$ cat config.mk
export PLATFORM = sky130hd
export DESIGN_NAME = ct_byte_serializer
export DESIGN_NICKNAME = d
export VERILOG_FILES = /design/src/rtl/ct_byte_serializer.sv
export SDC_FILE = /design/constraint.sdc
export NUM_CORES = 1
export LEC_CHECK = 0
export CAP_MARGIN = 20
export CORE_ASPECT_RATIO = 0.6
export CORE_MARGIN = 2
export CORE_UTILIZATION = 60
export CTS_BUF_LIST = sky130_fd_sc_hd__clkbuf_2
export CTS_CLUSTER_DIAMETER = 150
export DETAILED_ROUTE_END_ITERATION = 7
export GPL_TIMING_DRIVEN = 0
export PLACE_DENSITY = 0.89
export RECOVER_POWER = 50
export SETUP_SLACK_MARGIN = 0.1
export SYNTH_ARGS = -nofsm -noshare
export SYNTH_HDL_FRONTEND = slang
export SYNTH_SLANG_ARGS = --single-unit
$ cat constraint.sdc
create_clock -name clk -period 5.2 [get_ports clk]
set_input_delay 1.56 -clock clk [delete_from_list [all_inputs] [get_ports clk]]
set_output_delay 1.56 -clock clk [all_outputs]
set_load 0.01 [all_outputs]
$ cat src/rtl/ct_byte_serializer.sv
// ML-KEM-768 ciphertext serializer: packs compressed u[0..KDIM-1] (DU bits) and v (DV bits)
// from the polynomial bank into a little-endian byte stream. Optional abort input: CT_ABORT_EN.
module ct_byte_serializer #(
  parameter int U_SLOT_BASE = 16,
  parameter int V_SLOT      = 19,
  parameter int KDIM        = 3,
  parameter int DU          = 10,
  parameter int DV          = 4
) (
  input  logic        clk,
  input  logic        rst,
  input  logic        start,
  output logic        busy,
  output logic        done,
  output logic [4:0]  bank_slot,
  output logic [7:0]  bank_addr,
  input  logic [11:0] bank_dout,
  output logic        dout_valid,
  output logic [7:0]  dout_data,
  input  logic        dout_ready
`ifdef CT_ABORT_EN
  ,
  input  logic        abort
`endif
);

  localparam int PW = $clog2(KDIM + 1);
  localparam logic [PW-1:0] V_IDX = PW'(KDIM);
  localparam int TOTAL_BYTES = (KDIM * 256 * DU + 256 * DV) / 8;
  localparam logic [10:0] LAST_BYTE = 11'(TOTAL_BYTES - 1);

  typedef enum logic [2:0] {
    S_IDLE,
    S_FETCH,
    S_WAIT,
    S_EMIT,
    S_DONE
  } state_t;

  state_t        state_reg, state_next;
  logic [23:0]   acc_reg, acc_next;
  logic [4:0]    nb_reg, nb_next;
  logic [7:0]    coef_reg, coef_next;
  logic [PW-1:0] poly_reg, poly_next;
  logic [10:0]   byte_cnt_reg, byte_cnt_next;

  logic          is_v;
  logic [4:0]    d_cur;
  logic [23:0]   coef_ext;
  logic [23:0]   acc_cap;
  logic [23:0]   acc_shift;
  logic [4:0]    nb_cap;
  logic [4:0]    nb_shift;
  logic          last_coef;
  logic          advance;

  assign is_v      = (poly_reg == V_IDX);
  assign d_cur     = is_v ? 5'(DV) : 5'(DU);
  // Upper bank bits beyond the coefficient width are masked off before packing.
  assign coef_ext  = {12'd0, bank_dout} & ((24'd1 << d_cur) - 24'd1);
  assign acc_cap   = acc_reg | (coef_ext << nb_reg);
  assign nb_cap    = nb_reg + d_cur;
  assign acc_shift = {8'd0, acc_reg[23:8]};
  assign nb_shift  = nb_reg - 5'd8;
  assign last_coef = is_v && (coef_reg == 8'd255);

  always_ff @(posedge clk or posedge rst) begin
    if (rst) begin
      state_reg    <= S_IDLE;
      acc_reg      <= 24'd0;
      nb_reg       <= 5'd0;
      coef_reg     <= 8'd0;
      poly_reg     <= '0;
      byte_cnt_reg <= 11'd0;
    end else begin
      state_reg    <= state_next;
      acc_reg      <= acc_next;
      nb_reg       <= nb_next;
      coef_reg     <= coef_next;
      poly_reg     <= poly_next;
      byte_cnt_reg <= byte_cnt_next;
    end
  end

  always_comb begin
    state_next    = state_reg;
    acc_next      = acc_reg;
    nb_next       = nb_reg;
    coef_next     = coef_reg;
    poly_next     = poly_reg;
    byte_cnt_next = byte_cnt_reg;
    advance       = 1'b0;

    case (state_reg)
      S_IDLE: begin
        if (start) begin
          acc_next      = 24'd0;
          nb_next       = 5'd0;
          coef_next     = 8'd0;
          poly_next     = '0;
          byte_cnt_next = 11'd0;
          state_next    = S_FETCH;
        end
      end
      S_FETCH: state_next = S_WAIT;
      S_WAIT: begin
        acc_next = acc_cap;
        nb_next  = nb_cap;
        if (nb_cap >= 5'd8) begin
          state_next = S_EMIT;
        end else begin
          advance    = 1'b1;
          state_next = S_FETCH;
        end
      end
      S_EMIT: begin
        if (dout_ready) begin
          acc_next      = acc_shift;
          nb_next       = nb_shift;
          byte_cnt_next = byte_cnt_reg + 11'd1;
          if (nb_shift >= 5'd8) begin
            state_next = S_EMIT;
          end else if (last_coef && (nb_shift == 5'd0) && (byte_cnt_reg == LAST_BYTE)) begin
            state_next = S_DONE;
          end else begin
            advance    = 1'b1;
            state_next = S_FETCH;
          end
        end
      end
      S_DONE: state_next = S_IDLE;
      default: state_next = S_IDLE;
    endcase

    if (advance) begin
      if (coef_reg == 8'd255) begin
        coef_next = 8'd0;
        poly_next = poly_reg + PW'(1);
      end else begin
        coef_next = coef_reg + 8'd1;
      end
    end

`ifdef CT_ABORT_EN
    // Abort wins over any handshake in the same cycle.
    if (abort && (state_reg != S_IDLE)) begin
      state_next    = S_IDLE;
      acc_next      = 24'd0;
      nb_next       = 5'd0;
      coef_next     = 8'd0;
      poly_next     = '0;
      byte_cnt_next = 11'd0;
    end
`endif
  end

  assign busy       = (state_reg != S_IDLE);
  assign done       = (state_reg == S_DONE);
  assign dout_valid = (state_reg == S_EMIT);
  assign dout_data  = dout_valid ? acc_reg[7:0] : 8'd0;
  assign bank_slot  = (state_reg == S_FETCH) ?
                      (is_v ? 5'(V_SLOT) : 5'(U_SLOT_BASE) + 5'(poly_reg)) : 5'd0;
  assign bank_addr  = (state_reg == S_FETCH) ? coef_reg : 8'd0;

endmodule

Yosys cells after proc, flatten, opt, wreduce, memory -nomap -nowiden
Cells that the tools add are included.
{"block": "word_totals", "inputBits": 16, "reg_bits": 53, "out_inout_bits": 24}
{"block": "classes", "n_shift": 2, "magnitude_cmp": 2, "eq_ne": 9, "n_bitwise": 2, "n_addsub": 7, "mux": 33, "n_reduce_logical": 14}
{"cell": "24-bit one-hot mux with 3 select lines", "n": 1}
{"cell": "24-bit 2-to-1 mux", "n": 2}
{"cell": "8-bit 2-to-1 mux", "n": 6}
{"cell": "12-bit by 24-bit bitwise AND with 24-bit output", "n": 1}
{"cell": "24-bit bitwise OR", "n": 1}
{"cell": "1-bit by 4-bit << shifter with 24-bit output (first input constant)", "n": 1}
{"cell": "24-bit by 5-bit << shifter with 24-bit output", "n": 1}
{"cell": "24-bit by 1-bit subtractor with 24-bit output (second input constant)", "n": 1}
{"cell": "11-bit 2-to-1 mux", "n": 2}
{"cell": "11-bit one-hot mux with 2 select lines", "n": 1}
{"cell": "5-bit 2-to-1 mux", "n": 4}
{"cell": "5-bit one-hot mux with 3 select lines", "n": 1}
{"cell": "3-bit 2-to-1 mux", "n": 4}
{"cell": "3-bit one-hot mux with 4 select lines", "n": 1}
{"cell": "11-bit by 1-bit adder with 11-bit output (second input constant)", "n": 1}
{"cell": "11-bit equality test (second input constant)", "n": 1}
{"cell": "5-bit by 4-bit >= comparator with 1-bit output (second input constant)", "n": 2}
{"cell": "2-bit 2-to-1 mux", "n": 5}
{"cell": "8-bit by 1-bit adder with 8-bit output (second input constant)", "n": 1}
{"cell": "8-bit equality test (second input constant)", "n": 1}
{"cell": "3-bit by 2-bit equality test with 1-bit output (second input constant)", "n": 2}
{"cell": "3-bit AND reduction", "n": 2}
{"cell": "2-bit nonzero test", "n": 3}
{"cell": "3-bit nonzero test", "n": 2}
{"cell": "16 further kinds", "n": 22}

Depth between registers and ports, before layout
{"block": "logic_depth", "word_depth": 10, "depth_mapped": 11, "ltp_nobuf": 10}

Worst setup path before layout
OpenSTA, ideal clock, no wires.
{"block": "synth_path", "path_kind": "input to register", "from": "input start", "to": "register coef_reg[7]", "cell_stages": 7, "setup_ns": 0.121, "arrival_time_ns": 2.924, "slack_ns": 2.155, "required_time_ns": 5.079, "cell_sequence": "or3b_2 > a21oi_2 > nand2_1 > nor3b_4 > buf_6 > o211ai_1 > o2bb2ai_1"}
{"block": "synth_via", "elab_chain_len": 2}
{"element": "from (decl)", "line_no": "12", "text": "input logic start,"}
{"element": "2-bit nonzero test (no line)"}
{"element": "2-bit AND reduction (no line)"}
{"element": "to (signal assigned)", "line_no": "79", "text": "coef_reg <= coef_next;"}
{"element": "to (decl)", "line_no": "43", "text": "logic [7:0] coef_reg, coef_next;"}
No other way between the ends.
A chain may end at the register's enable or synchronous reset.

Final worst setup path
{"block": "layout_path", "from": "register state_reg[2]", "to": "output dout_data[1]"}
{"block": "layout_via", "elab_chain_len": 2}
{"element": "from (decl)", "line_no": "40", "text": "state_t state_reg, state_next;"}
{"element": "from (signal assigned)", "line_no": "76", "text": "state_reg <= state_next;"}
{"element": "3-bit by 2-bit equality test with 1-bit output", "line_no": "159", "text": "assign dout_valid = (state_reg == S_EMIT);"}
{"element": "8-bit 2-to-1 mux", "line_no": "160", "text": "assign dout_data = dout_valid ? acc_reg[7:0] : 8'd0;"}
{"element": "to (decl)", "line_no": "19", "text": "output logic [7:0] dout_data,"}
No other way between the ends.

==> impl_metrics.toml <==
[place]
gp_congestion = 0.9959
hpwlAfterDp_um = 6634
io_buffers = 35

[clock_network]
path_clk_slew_ns = 0.26
cts_resized = 0
cts_setup_buffers = 0
htree_levels = 2
numCtsBuffers = 5
clock-sinks = 52
cts_buffer_depth = 2
cts_tree = "done"
cts-root-buf = "clkbuf_2"
hold_buffers = 0
clock_latency_ns = 0.45

[routing]
viasPerCell = 6.164
drt_pre_antenna_iters = 5
num_vias = 3119
wirelength_um = 8902
drt-initial-drc-count = 289
ant_nets = 0
routedWlPerCell_um = 17.59
drc = 0

[yosys]
synth_top_family_by_area = "simple AND/OR/NAND/NOR gates"
yosysMostFrequentCell = "nor2_1"
yosys_warnings = 0
synth_fa_ha_area_share_pct = 3.066
synth-async-reset-ratio_pct = 100.0
yosysSeqAreaShare_pct = 39.86
synth-xor-area-share_pct = 2.951
synthSimpleGateAreaFrac_pct = 24.80
synthMuxAreaShare_pct = 2.836
yosysTopAreaCellShare_pct = 39.86
synth_cell_types = 54
netlist_top_cells_count = "nor2_1 (56), dfrtp_1 (52), nand2_1 (39)"
synth_seq_cells = 52
synthCells = 395
synth-compound-area-share_pct = 21.43
mappedNetlistArea_mm2 = 0.003264
synth_top_area_cell = "dfrtp_1"
synth_edf_count = 0
synthFlopType = "dfrtp_1"
syn_avg_cell_area_um2 = 8.264
synth_area_leaders = "dfrtp_1 (40%), nor2_1 (6.4%), a21oi_1 (5.4%)"

[timing]
setup-violations-final = 0
max-slew-margin-rel_pct = -18.68
maxSlewViolCount = 33
fin_crit_sh_pct = 81.75
tightest_slew_ns = 1.780
fin_crit_ns = 4.251
hold_violations = 0
skew_ns = 0.02111
setup_tns_ns = 0
fmax_ghz = 0.2352
rsz0062_at_grt = "false"

[global_route]
grt-ovfl-total = 0
grt_pass1_wl_um = 14350
grt_usage_pct = 30.86
antenna_found_initial = 0
grt_max_degree = 33
grt_pass1_vias = 2837

[critical_path]
crit_fanout = 10
critical_path_buf_inv_count = 3
crit_path_end_kind = "output pin"
crit_slowest_cell = "clkdlybuf4s50_1"
start_kind = "register"
cp_slowest_stage_delay_ns = 0.54
arrival_ns = 2.69
crit_required_ns = 3.64
crit_path_frequent_cell = "clkbuf_1"
crit_path_cell_trace = "clkbuf_1 -> nor3_1 -> clkbuf_1 -> and2_1 -> clkdlybuf4s50_1"
worstSetupPathType = "register to output pin"
critPathTopFamily = "buffers and inverters"

[die]
die-height_um = 61.14
start_util_pct = 63.33
die-area_mm2 = 0.006066
io_pins = 40
dieWidth_um = 99.23
core_area_mm2 = 0.005155
num_rows = 20

[cells_and_area]
antenna-diode-count = 0
postLayoutCoreUtil_pct = 73.01
largest_reg_flops = 24
layout.nets = 463
drive_above_1_share_pct = 5.000
syn2layout_area_growth_pct = 15.29

[power]
p_leak_nw = 1.653
powerDensity_mw_per_mm2 = 509.0
peakVddDrop_mv = 0.3446

[status]
violations = "max-capacitance violations, max-slew violations"
status = "finished with violations"

[worst_hold_path]
min_path_type = "register to register"

[job]
maxCapViolCount = 1
-- logic make-up (layout without fill, tap and decap cells) --
kind of cell	Yosys count	count (layout)
AND/OR/NAND/NOR	165	165
AO/OA/AOI/OAI	111	111
flip-flops	52	52
buffers and inverters	38	82
XOR/XNOR	11	11
multiplexers	9	9
adder cells (fa/ha/maj)	8	8
other	1	2
-- worst min-delay path: stages, from the launching register on --
cell and delay (ns):
dfrtp_1 0.40, a21oi_1 0.05, o21ai_0 0.06
-- cell type report --
| class | instances | area (µm²) |
|---|---|---|
| Sequential cell | 52 | 1301 |
| Inverter | 13 | 48.80 |
| Buffer | 25 | 112.6 |
| Fill cell | 403 | 1391 |
| Clock buffer | 5 | 25.02 |
| Tap cell | 66 | 82.58 |
| Multi-Input combinational cell | 306 | 1797 |
| Clock inverter | 3 | 42.54 |
| Timing Repair Buffer | 36 | 354.1 |
-- where the power goes --
group	internal [mW]	switching, mW
registers	0.539	0.106
clock network	0.0800	0.132
logic	0.415	0.643
total	1.03	0.881
-- layout by cell type (no fill, tap or decap), drive strengths merged, types with 3 or more instances in the layout --
cell type	Yosys	layout
nor2	56	56
dfrtp	52	52
nand2	39	39
a21oi	36	36
clkdlybuf4s50	0	33
o21ai	23	23
clkbuf	17	23
and2	20	20
inv	12	12
nand3	11	11
o22ai	10	10
nor3	9	9
xor2	9	9
ha	8	8
buf	8	8
a22oi	7	7
mux2i	7	7
and3	6	6
a22o	5	5
o31ai	5	5
a31oi	5	5
nand4	5	5
or3	5	5
o211ai	4	4
nor2b	3	3
o2bb2ai	3	3
a32o	3	3
-- metrics by stage --
stage	hold WS (ns)	instances	power [mW]	instance area, µm²	setup slack (ns)
2_1_floorplan	0.4545	396	1.346	3268	2.155
3_3_place_gp	0.4740	497	1.650	3701	1.060
3_5_place_dp	0.4828	498	1.679	3721	1.059
4_1_cts	0.5355	506	1.892	3789	0.9333
5_1_grt	0.5552	506	2.061	3764	0.7344
6_report	0.5319	506	1.916	3764	0.9490
-- metal layers --
| metal | GRT usage, % | vias to the layer above | routed length [µm] |
|---|---|---|---|
| met5 | 0 | - | 0 |
| met4 | 7.436 | 0 | 97 |
| met3 | 8.513 | 13 | 991 |
| met2 | 44.31 | 179 | 3590 |
| met1 | 46.66 | 1447 | 4224 |
| li1 | - | 1480 | - |
-- path summary, 6_finish.rpt --
check	cells past startpoint	to	start	slack, ns
max reg2reg	9	poly_reg[0]	nb_reg[4]	2.39
max	5	dout_data[1]	state_reg[2]	0.95
min	2	acc_reg[8]	acc_reg[8]	0.53
max in group asynchronous	3	nb_reg[2]	rst	1.48
min in group asynchronous	2	byte_cnt_reg[4]	rst	1.63
min reg2reg	2	acc_reg[8]	acc_reg[8]	0.53
Power figures use the tool's default switching activity.
